$ cat config.mk
export PLATFORM = sky130hd
export DESIGN_NAME = uart_receiver
export DESIGN_NICKNAME = d
export VERILOG_FILES = /design/src/rtl/uart_pkg.sv /design/src/rtl/uart_baud_tick.sv /design/src/rtl/uart_receiver.sv
export SDC_FILE = /design/constraint.sdc
export NUM_CORES = 1
export LEC_CHECK = 0
export ABC_CLOCK_PERIOD_IN_PS = 3380
export CORE_MARGIN = 10
export CORE_UTILIZATION = 62
export DETAILED_ROUTE_END_ITERATION = 10
export PLACE_DENSITY_LB_ADDON = 0.3
export SYNTH_ARGS = -nofsm -noshare
export SYNTH_HDL_FRONTEND = slang
export SYNTH_SLANG_ARGS = --single-unit
export TNS_END_PERCENT = 10
$ cat constraint.sdc
create_clock -name clk -period 3.38 [get_ports clk]
set_input_delay 0.338 -clock clk [delete_from_list [all_inputs] [get_ports clk]]
set_output_delay 0.338 -clock clk [all_outputs]
set_load 0.05 [all_outputs]
$ cat src/rtl/uart_pkg.sv
// Shared UART definitions for the receiver and transmitter.
//   OVERSAMPLE   : sample ticks per bit period
//   uart_state_e : line FSM states (3-bit)
//   calc_div     : clk cycles per sample tick, rounded to nearest
package uart_pkg;

  localparam int unsigned OVERSAMPLE = 16;

  typedef enum logic [2:0] {
    IDLE  = 3'd0,
    START = 3'd1,
    DATA  = 3'd2,
    STOP  = 3'd3,
    BREAK = 3'd4
  } uart_state_e;

  // freq / (OVERSAMPLE * baud), rounded to nearest integer
  function automatic int unsigned calc_div(input longint unsigned freq,
                                           input longint unsigned baud);
    longint unsigned den;
    den = baud * 64'(OVERSAMPLE);
    return 32'((freq + (den >> 1)) / den);
  endfunction

endpackage

$ cat src/rtl/uart_baud_tick.sv
// Sample-tick enable generator: one-clk pulse on tick every DIV clks.
// Ports:
//   clk     in   system clock
//   rst_n   in   asynchronous reset, active low
//   restart in   hold counter at phase 0 (first tick lands DIV clks after release)
//   tick    out  registered one-clk enable
module uart_baud_tick #(
  parameter int unsigned DIV = 10
) (
  input  logic clk,
  input  logic rst_n,
  input  logic restart,
  output logic tick
);

  localparam int unsigned CW = (DIV >= 2) ? $clog2(DIV) : 1;
  localparam logic [CW-1:0] LAST = CW'(DIV - 1);
  // tick is registered, so it is decoded one count early to keep the
  // first pulse exactly DIV clks after restart is released
  localparam logic [CW-1:0] PRE  = CW'(DIV - 2);

  generate
    if (DIV < 2) begin : g_div_check
      $error("uart_baud_tick: DIV must be at least 2");
    end
  endgenerate

  logic [CW-1:0] cnt;

  // Free-running modulo-DIV counter with early-decoded tick
  always_ff @(posedge clk or negedge rst_n) begin
    if (!rst_n) begin
      cnt  <= '0;
      tick <= 1'b0;
    end else if (restart) begin
      cnt  <= '0;
      tick <= 1'b0;
    end else begin
      tick <= (cnt == PRE);
      cnt  <= (cnt == LAST) ? '0 : cnt + CW'(1);
    end
  end

endmodule

$ cat src/rtl/uart_receiver.sv
// UART receive stage: 16x oversampled, start/stop validated, valid/ready output.
// Ports:
//   clk       in   system clock
//   rst_n     in   asynchronous reset, active low
//   rx        in   serial line, idle high, asynchronous to clk
//   data      out  received word, stable while valid and not consumed
//   valid     out  data holds an unconsumed frame
//   ready     in   consumer accepts data when valid && ready
//   frame_err out  one-clk pulse: stop bit sampled low
//   overrun   out  one-clk pulse: good frame dropped, output still occupied
//   busy      out  FSM is not idle
module uart_receiver
  import uart_pkg::*;
#(
  parameter int unsigned NATIVE_CLK_FREQUENCY = 1000000000,
  parameter int unsigned BAUDRATE             = 9600,
  parameter int unsigned FRAME_DATA_LENGTH    = 8,
  parameter bit          ENABLE_BIG_ENDIAN    = 1'b1
) (
  input  logic                         clk,
  input  logic                         rst_n,
  input  logic                         rx,
  output logic [FRAME_DATA_LENGTH-1:0] data,
  output logic                         valid,
  input  logic                         ready,
  output logic                         frame_err,
  output logic                         overrun,
  output logic                         busy
);

  localparam int unsigned W   = FRAME_DATA_LENGTH;
  localparam int unsigned DIV = calc_div(64'(NATIVE_CLK_FREQUENCY), 64'(BAUDRATE));
  localparam int unsigned BCW = $clog2(W + 1);
  localparam int unsigned TCW = $clog2(OVERSAMPLE);

  // Start bit is checked at its centre, data/stop bits one full period apart
  localparam logic [TCW-1:0] START_TICK = TCW'(OVERSAMPLE / 2 - 1);
  localparam logic [TCW-1:0] LAST_TICK  = TCW'(OVERSAMPLE - 1);
  localparam logic [BCW-1:0] LAST_BIT   = BCW'(W - 1);

  generate
    if (W < 1 || W > 16) begin : g_len_check
      $error("uart_receiver: FRAME_DATA_LENGTH must be 1..16");
    end
  endgenerate

  logic           rx_meta;
  logic           rxs;
  logic           tick;
  logic           restart_c;
  uart_state_e    state;
  logic [TCW-1:0] tick_cnt;
  logic [BCW-1:0] bit_cnt;
  logic [W-1:0]   shreg;

  // Insert one sampled bit according to the configured bit order
  function automatic logic [W-1:0] shift_in(input logic [W-1:0] cur, input logic b);
    if (ENABLE_BIG_ENDIAN)
      return (cur << 1) | W'(b);
    else
      return (cur >> 1) | (W'(b) << (W - 1));
  endfunction

  // Two-flop synchroniser; resets to the idle line level
  always_ff @(posedge clk or negedge rst_n) begin
    if (!rst_n) begin
      rx_meta <= 1'b1;
      rxs     <= 1'b1;
    end else begin
      rx_meta <= rx;
      rxs     <= rx_meta;
    end
  end

  // Tick phase is held at zero while idle so the frame timing starts at the edge
  assign restart_c = (state == IDLE);

  uart_baud_tick #(
    .DIV(DIV)
  ) u_baud_tick (
    .clk    (clk),
    .rst_n  (rst_n),
    .restart(restart_c),
    .tick   (tick)
  );

  // Line FSM, shift register and output holding register
  always_ff @(posedge clk or negedge rst_n) begin
    if (!rst_n) begin
      state     <= IDLE;
      tick_cnt  <= '0;
      bit_cnt   <= '0;
      shreg     <= '0;
      data      <= '0;
      valid     <= 1'b0;
      frame_err <= 1'b0;
      overrun   <= 1'b0;
      busy      <= 1'b0;
    end else begin
      frame_err <= 1'b0;
      overrun   <= 1'b0;
      if (valid && ready) valid <= 1'b0;

      case (state)
        IDLE: begin
          if (!rxs) begin
            state    <= START;
            busy     <= 1'b1;
            tick_cnt <= '0;
            bit_cnt  <= '0;
          end
        end

        START: begin
          if (tick) begin
            if (tick_cnt == START_TICK) begin
              tick_cnt <= '0;
              if (rxs) begin
                state <= IDLE;
                busy  <= 1'b0;
              end else begin
                state   <= DATA;
                bit_cnt <= '0;
              end
            end else begin
              tick_cnt <= tick_cnt + TCW'(1);
            end
          end
        end

        DATA: begin
          if (tick) begin
            // wraps to zero after the last tick of each bit
            tick_cnt <= tick_cnt + TCW'(1);
            if (tick_cnt == LAST_TICK) begin
              shreg <= shift_in(shreg, rxs);
              if (bit_cnt == LAST_BIT) begin
                state   <= STOP;
                bit_cnt <= '0;
              end else begin
                bit_cnt <= bit_cnt + BCW'(1);
              end
            end
          end
        end

        STOP: begin
          if (tick) begin
            tick_cnt <= tick_cnt + TCW'(1);
            if (tick_cnt == LAST_TICK) begin
              if (rxs) begin
                state <= IDLE;
                busy  <= 1'b0;
                // free slot, or slot being consumed this very clk
                if (!valid || ready) begin
                  data  <= shreg;
                  valid <= 1'b1;
                end else begin
                  overrun <= 1'b1;
                end
              end else begin
                frame_err <= 1'b1;
                state     <= BREAK;
              end
            end
          end
        end

        BREAK: begin
          // a held-low line reports once, then waits for idle
          if (rxs) begin
            state <= IDLE;
            busy  <= 1'b0;
          end
        end

        default: begin
          state <= IDLE;
          busy  <= 1'b0;
        end
      endcase
    end
  end

endmodule

==> results of run 1 <==
-- state kept, by name, indices dropped and copies added, names as in the netlist --
| register | count |
|---|---|
| valid | 1 |
| bit_cnt | 4 |
| rx_meta | 1 |
| tick_cnt | 4 |
| data | 8 |
| state | 3 |
| shreg | 8 |
| u_baud_tick.tick | 1 |
| busy | 1 |
| rxs | 1 |
| u_baud_tick.cnt | 13 |
| frame_err | 1 |
| overrun | 1 |
-- cell families (layout without fill, tap and decap cells) --
logic type      Yosys count  count (layout)  share of synthesized area
flops                    47              47                      0.524
compound gates           29              29                     0.0901
mux                      17              17                     0.0862
buf+inv                  18              32                     0.0350
fa+ha+maj                 5               5                     0.0278
xor+xnor                 13              13                     0.0506
simple gates             76              76                      0.186
-- power by group --
part / switching [mW] / internal [mW]
registers: 0.00170 / 0.565
clock network: 0.183 / 0.0834
logic: 0.0116 / 0.00348
total: 0.196 / 0.651
-- routing by layer --
metal / up-vias / share of wire / track usage
li1: 743 / - / -
met1: 713 / 0.43 / 0.135
met2: 18 / 0.51 / 0.221
met3: 7 / 0.039 / 0.0445
met4: 0 / 0.018 / 0.0599
met5: - / 0 / 0
-- cells in the final DEF, fill, tap and decap left out, types with 3 or more instances in the layout --
cell / instances
nand4_1: 4
clkdlybuf4s50_1: 14
xnor2_1: 8
nor2_1: 23
nor3_1: 4
dfrtp_1: 45
a31oi_1: 3
nand3_1: 7
clkbuf_4: 5
a22o_1: 3
xor2_1: 5
inv_1: 9
o21ai_0: 8
a21oi_1: 3
nand2_1: 15
mux2_2: 15
ha_1: 5
-- synthesized netlist by cell type, types with 5 or more instances --
cell	n
nand2_1	15
inv_1	9
xor2_1	5
buf_2	6
xnor2_1	8
dfrtp_1	45
nor2_1	23
o21ai_0	8
ha_1	5
nand3_1	7
mux2_2	15
-- worst max-delay path by stage --
stage                    to  slack [ps]  cells after the start
global route        data[7]        1050                      4
global placement    data[3]        1310                      5
detailed placement  data[5]        1210                      5
CTS                 data[7]        1210                      5
floorplan           data[0]        1700                      6
finish              data[7]        1220                      4
-- cell type report --
class / count / area, sq um
fill: 241 / 946
inverter: 9 / 33.8
multi-input combinational: 140 / 992
clock buffer: 5 / 37.5
clock inverter: 3 / 25.0
sequential: 47 / 1180
timing repair buffer: 15 / 145
tap: 46 / 57.6
==> impl_metrics.toml, run 1 <==
[synth]
synth_top_area_cell = "dfrtp_1"
ys_seq_area_frac = 0.524
yosys_register_bits = 47
ys.flop_type = "dfrtp_1"
yosysWarnings = 0
syn-num-nets = 214
ys_async_sr_fraction = 1.00
syn_inst = 205
synth_edf_count = 0
avgSynthCellArea_sq_um = 11.0
synth_top_area_frac = 0.501
synthesis.area_sq_mm = 0.00225
netlist_top_cells_area = "dfrtp_1, mux2_2, nor2_1"
ys_types = 49

[timing]
maxSlewHeadroom = 0.352
slew_violations = 0
tightest_slew_ps = 972
setup-violations-final = 0
period_minus_slack_ps = 2160
fmax_mhz = 464
setup_tns_ps = 0
timing.final.ws_setup_ps = 1220
finalCritPeriodShare = 0.638
hold_viol = 0
hold_slack_ps = 105
grt_setup_unrepaired = "no"
fin_worst_skew_ps = 17.7

[clock_tree]
ctsHtreeMaxLevel = 2
clkSlewWorstSetupHoldPaths_ps = 140
root_buffer = "clkbuf_4"
hold_buffers = 0
cts_setup_buffers = 0
clk_path_buf_depth = 2
cts_tree = "yes"
cts-resized-gates = 0
clk_latency_ps = 370
cts-buffers-inserted = 5
clkSinkCount = 47

[cells_and_area]
fin_util = 0.723
syn2layout_area_growth_pct = 9.79
layoutNonFillerInstCount = 265
fin_area_sq_mm = 0.00247
fin_nets = 227
layout-drive-gt1-share = 0.160
antenna-diode-count = 0

[floorplanning]
die_x_um = 80.2
fp.dieH_um = 80.2
die-area_sq_mm = 0.00644
coreArea_sq_mm = 0.00342
io_pins = 16
initial_core_util = 0.659
rows = 21

[placement]
placed_cell_area_sq_mm = 0.00241
io_buffers = 15
hpwl_um = 2790
place_inst = 257
pre_cts_ws_ps = 1210
place.gp.congestion = 0.845

[global_routing]
antenna_found_initial = 0
first_global_vias = 1461
grt-ovfl-total = 0
grt_usage = 0.127
grt_max_degree = 48
grt_pass1_wl_um = 6490

[critical_path]
crit_buf_inv = 0
cp-end-kind = "flop"
timing.rr.end = "data[7]"
critPathArrivalTime_ps = 2420
slowest_stage = "nor2b_1"
ff2ff_setup_slack_ps = 1220
cp.required_ps = 3650
startpoint = "state[0]"
reg2reg_depth = 4
cp_max_fo = 13
r2r_start = "state[0]"
crit_chain = "nor2b_1, nand4_1, nor2b_1, mux2_2"
cpMostUsedCell = "nor2b_1"
slowest_delay_ps = 590
cp_top_family = "simple AND/OR/NAND/NOR gates"
setup.worst_path.class = "flop to flop"
startpoint_type = "flop"

[drt]
drt-pass1-iter-count = 4
viasPerCell = 5.59
drtAntennaViolNets = 0
wl_per_cell_um = 14.3
via_count = 1481
drc = 0
wl_um = 3800
drt_iter0_markers = 128

[power]
power.leakage_nw = 1.12
p_per_area_mw_per_mm2 = 343
total_power_mw = 0.848
peakVddDrop_mv = 0.202

[min_path]
min_path_type = "input pin to asynchronous set/reset pin"

[flow_run]
drv_cap = 0

[status]
status = "finished, final reports clean"
No activity file was read; power rests on OpenSTA's default activity.
==> inputs of run 2 (changes only) <==
ABC_CLOCK_PERIOD_IN_PS = 2200   (was 3380)
CORE_UTILIZATION = 58   (was 62)
clock period = 2.2 ns   (was 3.38 ns; I/O delays follow)
==> run 2 against run 1 <==
Cell count grew 1.9%. Design area grew 4.1%. Critical path depth grew 2. First-iteration DRC count shrank 12%. Setup slack lost 960 ps. Wire length grew 9.8%. Clock skew shrank 12 ps. Die area grew 5.2%. Power grew 93%. Clock power grew to 2.8 times the previous value. Global-route usage grew 0.63 points. Non-clock buffer count grew 3. Largest cell class unchanged.
==> impl_metrics.toml, run 2 (synthesized netlist as in run 1, its figures left out) <==
[status]
status = "finished, final reports clean"

[clock_tree]
clk_latency_ps = 300
clkSlewWorstSetupHoldPaths_ps = 90
clkSinkCount = 47
cts_tree = "yes"
cts-buffers-inserted = 5
ctsHtreeMaxLevel = 2
root_buffer = "clkbuf_8"
clk_path_buf_depth = 2
cts-resized-gates = 0

[critical_path]
ff2ff_setup_slack_ps = 260
crit_buf_inv = 1
crit_chain = "ha_1, and4_1, nand4_1, nor2b_1, buf_4, mux2_2"
critPathArrivalTime_ps = 2130
cp-end-kind = "flop"
slowest_delay_ps = 410
cp.required_ps = 2390
cp_top_family = "simple AND/OR/NAND/NOR gates"
r2r_start = "tick_cnt[0]"
reg2reg_depth = 6
startpoint_type = "flop"
slowest_stage = "dfrtp_1"
setup.worst_path.class = "flop to flop"
cp_max_fo = 8
startpoint = "tick_cnt[0]"
timing.rr.end = "data[0]"

[placement]
place.gp.congestion = 0.828
hpwl_um = 3000
io_buffers = 15

[timing]
tightest_slew_ps = 519
fin_worst_skew_ps = 5.57
finalCritPeriodShare = 0.882
maxSlewHeadroom = 0.653
grt_setup_unrepaired = "no"
slew_violations = 0
setup_tns_ps = 0
fmax_mhz = 516
period_minus_slack_ps = 1940
setup-violations-final = 0
hold_viol = 0
hold_slack_ps = 324

[cells_and_area]
largest_register_ffs = 13
fin_nets = 230
reg.largest.list = "u_baud_tick.cnt (13), data (8), shreg (8)"
layout_common_cells = "dfrtp_1, nor2_1, nand2_1, mux2_2, clkdlybuf4s50_1"
final_common_cell = "dfrtp_1"
regMostFlops = "u_baud_tick.cnt"
syn2layout_area_growth_pct = 14.3
layout-drive-gt1-share = 0.167
antenna-diode-count = 0

[min_path]
hold_path_depth = 1
worstHoldEndpoint = "rx_meta"
holdCritStartpoint = "rx"
min_path_type = "input pin to flop"

[floorplanning]
die-area_sq_mm = 0.00677
rows = 22
die_x_um = 82.3
io_pins = 16
coreArea_sq_mm = 0.00372
fp.dieH_um = 82.3
initial_core_util = 0.605

[power]
peakVddDrop_mv = 0.421
switching_share = 0.190
p_per_area_mw_per_mm2 = 637
clkPwrFrac = 0.453
p_int_mw = 1.33
power.leakage_nw = 1.16
seqPwrFrac = 0.531
power_switching_mw = 0.311
power.share.combinational = 0.016

[drt]
drtAntennaViolNets = 0
drt_iter0_markers = 113
via_count = 1577
viasPerCell = 5.84
drt-pass1-iter-count = 4
drc = 0
wl_per_cell_um = 15.5
wl_um = 4170

[global_routing]
grt_usage = 0.134
first_global_vias = 1558
grt_pass1_wl_um = 7180
grt_max_degree = 28
antenna_found_initial = 0
grt-ovfl-total = 0

[flow_run]
drv_cap = 0
## run 2: layout make-up
cell class	instances	area, sq um
Sequential cell	47	1180
Fill cell	269	1140
Multi-Input combinational cell	140	992
Timing Repair Buffer	18	170
Clock buffer	5	68.8
Clock inverter	3	67.6
Tap cell	48	60.1
Inverter	9	33.8
## run 2: worst reg2reg max path: cells and delay by family, from the launching register on
kind	cells	cell delay, ps
AND/OR/NAND/NOR	3	610
flip-flops	1	410
multiplexers	1	350
adder cells (fa/ha/maj)	1	270
buffers and inverters	1	190
## run 2: repair_timing
action / CTS / global route
setup buffers: 0 / 0
hold buffers: 1 / 0
hold endpoints to repair: 18 / 0
## run 2: power groups by stage
| stage | clock (mW) | sequential, mW | combinational, mW |
|---|---|---|---|
| final | 0.743 | 0.869 | 0.0262 |
| after global routing | 0.794 | 0.870 | 0.0309 |
| after CTS | 0.754 | 0.869 | 0.0278 |
| after detailed placement | 0 | 0.886 | 0.0262 |
| after global placement | 0 | 0.886 | 0.0252 |
| after floorplan | 0 | 0.884 | 0.00511 |
## run 2: how the worst max path moves through the flow
| stage | endpoint | depth (start not counted) |
|---|---|---|
| finish | data[0] | 6 |
| global route | data[7] | 6 |
| CTS | data[0] | 6 |
| detailed placement | data[0] | 6 |
| global placement | shreg[7] | 3 |
| floorplan | data[0] | 6 |
## run 2: per-layer routing
layer | track usage | part of all wire | vias to the layer above
met5 | 0 | 0 | -
met4 | 0.0459 | 0.021 | 0
met3 | 0.0367 | 0.052 | 10
met2 | 0.224 | 0.50 | 46
met1 | 0.162 | 0.42 | 778
li1 | - | - | 743
## run 2: stage by stage
stage                     utilization  std cells  instance area (sq um)  setup slack, ps  total power [mW]
after floorplan                     -        205                   2250              522             0.889
after global placement          0.653        261                   2420              427             0.911
after detailed placement        0.653        261                   2420              314             0.912
after CTS                       0.692        270                   2570              274              1.65
after global routing            0.692        270                   2570              132              1.69
final                           0.692        270                   2570              260              1.64
==> inputs of run 3 (changes only) <==
CORE_UTILIZATION = 62   (was 58)
DONT_BUFFER_PORTS = 1   (was default)
SLEW_MARGIN = 20   (was default)
==> run 3 against run 2 <==
Sequential cell count stayed put. Fmax is 1.9% higher. Count of clock-buffer cells in the layout stayed put. Critical endpoint is now data[7]. Largest cell class unchanged.
==> impl_metrics.toml, run 3 (synthesized netlist as in run 1, its figures left out) <==
[cells_and_area]
ff_latch_area_sq_mm = 0.00118
antenna-diode-count = 0
fin_util = 0.711
regMostFlops = "u_baud_tick.cnt"
reg.largest.list = "u_baud_tick.cnt (13), data (8), shreg (8)"
largest_register_ffs = 13
fin_nets = 217
num-fill-cells = 228
layout_common_cells = "dfrtp_1, nor2_1, nand2_1, mux2_2, inv_1"
multi_input_area_sq_um = 992
final_common_cell = "dfrtp_1"
syn2layout_area_growth_pct = 8.01
layout-drive-gt1-share = 0.177

[timing]
slew_violations = 0
maxSlewHeadroom = 0.635
period_minus_slack_ps = 1900
tightest_slew_ps = 548
timing.final.ws_setup_ps = 297
fmax_mhz = 525
finalCritPeriodShare = 0.865
fin_worst_skew_ps = 14.9
setup-violations-final = 0
grt_setup_unrepaired = "no"
hold_viol = 0
hold_slack_ps = 42.0
setup_tns_ps = 0

[critical_path]
setup.worst_path.class = "flop to flop"
cpMostUsedCell = "nor2b_1"
slowest_stage = "dfrtp_1"
cp.required_ps = 2470
cp_max_fo = 13
critPathArrivalTime_ps = 2180
slowest_delay_ps = 590
startpoint_type = "flop"
cp-end-kind = "flop"
cp_top_family = "simple AND/OR/NAND/NOR gates"
crit_chain = "nor2b_1, nand4_1, nor2b_1, buf_4, mux2_2"
crit_buf_inv = 1

[drt]
via_count = 1517
drtAntennaViolNets = 0
drc = 0
drt_iter0_markers = 188
drt-pass1-iter-count = 4
viasPerCell = 5.95
wl_um = 4240
wl_per_cell_um = 16.6

[clock_tree]
cts_tree = "yes"
clk_path_buf_depth = 2
cts_setup_buffers = 0
clkSlewWorstSetupHoldPaths_ps = 140
ctsHtreeMaxLevel = 2
clk_latency_ps = 370
clkSinkCount = 47
cts-buffers-inserted = 5
root_buffer = "clkbuf_4"
cts-resized-gates = 0

[floorplanning]
die_x_um = 80.2
die-area_sq_mm = 0.00644
coreArea_sq_mm = 0.00342
rows = 21
initial_core_util = 0.659
io_pins = 16
fp.dieH_um = 80.2

[power]
power.leakage_nw = 1.12
peakVddDrop_mv = 0.453
total_power_mw = 1.53
p_per_area_mw_per_mm2 = 632

[status]
status = "finished, final reports clean"

[global_routing]
grt_max_degree = 48
antenna_found_initial = 0
grt_pass1_wl_um = 7290
first_global_vias = 1487
grt-ovfl-total = 0
grt_usage = 0.142

[placement]
pre_cts_ws_ps = 358
place.gp.congestion = 0.859
hpwl_um = 2930
io_buffers = 0

[flow_run]
drv_cap = 0

[min_path]
min_path_type = "input pin to flop"
[run 3: cell count changes in the layout (fill, tap and decap cells not counted), sizes merged]
cell           delta
clkdlybuf4s50    -14
dlygate4sd3       +1
[run 3: power by group]
group / leakage [nW] / switching, mW / internal (mW)
clock: 0.0514 / 0.283 / 0.353
combinational: 0.434 / 0.0190 / 0.00913
sequential: 0.630 / 0.00299 / 0.867
total: 1.12 / 0.305 / 1.23
[run 3: stage by stage]
| stage | area (sq um) | std cells |
|---|---|---|
| 6_report | 2430 | 255 |
| 5_1_grt | 2430 | 255 |
| 3_5_place_dp | 2280 | 244 |
| 4_1_cts | 2430 | 255 |
| 2_1_floorplan | 2250 | 205 |
| 3_3_place_gp | 2280 | 244 |
[run 3: metal layers]
metal	up-vias	share of wire	global-route usage
li1	723	-	-
met1	750	0.42	0.172
met2	37	0.51	0.231
met3	7	0.053	0.0445
met4	0	0.016	0.0546
met5	-	0	0
[run 3: worst paths after layout]
path	start	endpoint	slack, ps	cells after the start
setup / recovery	state[0]	data[7]	300	5
hold / removal	ready	valid	40	2
setup reg to reg	state[0]	data[7]	300	5
hold reg to reg	rx_meta	rxs	360	0
max in group asynchronous	rst_n	rxs	1580	2
min in group asynchronous	rst_n	state[2]	340	2
[run 3: cell type report]
| type | instances | share of cell area |
|---|---|---|
| clock buffer | 5 | 0.0154 |
| clock inverter | 3 | 0.0278 |
| inverter | 9 | 0.0139 |
| multi-input combinational | 140 | 0.408 |
| sequential | 47 | 0.485 |
| tap | 46 | 0.0237 |
| timing repair buffer | 5 | 0.0257 |
[run 3: repair_timing]
item | CTS | global route
hold buffers | 3 | 0
endpoints found under the hold margin | 48 | 0
setup endpoints to repair | 0 | 0
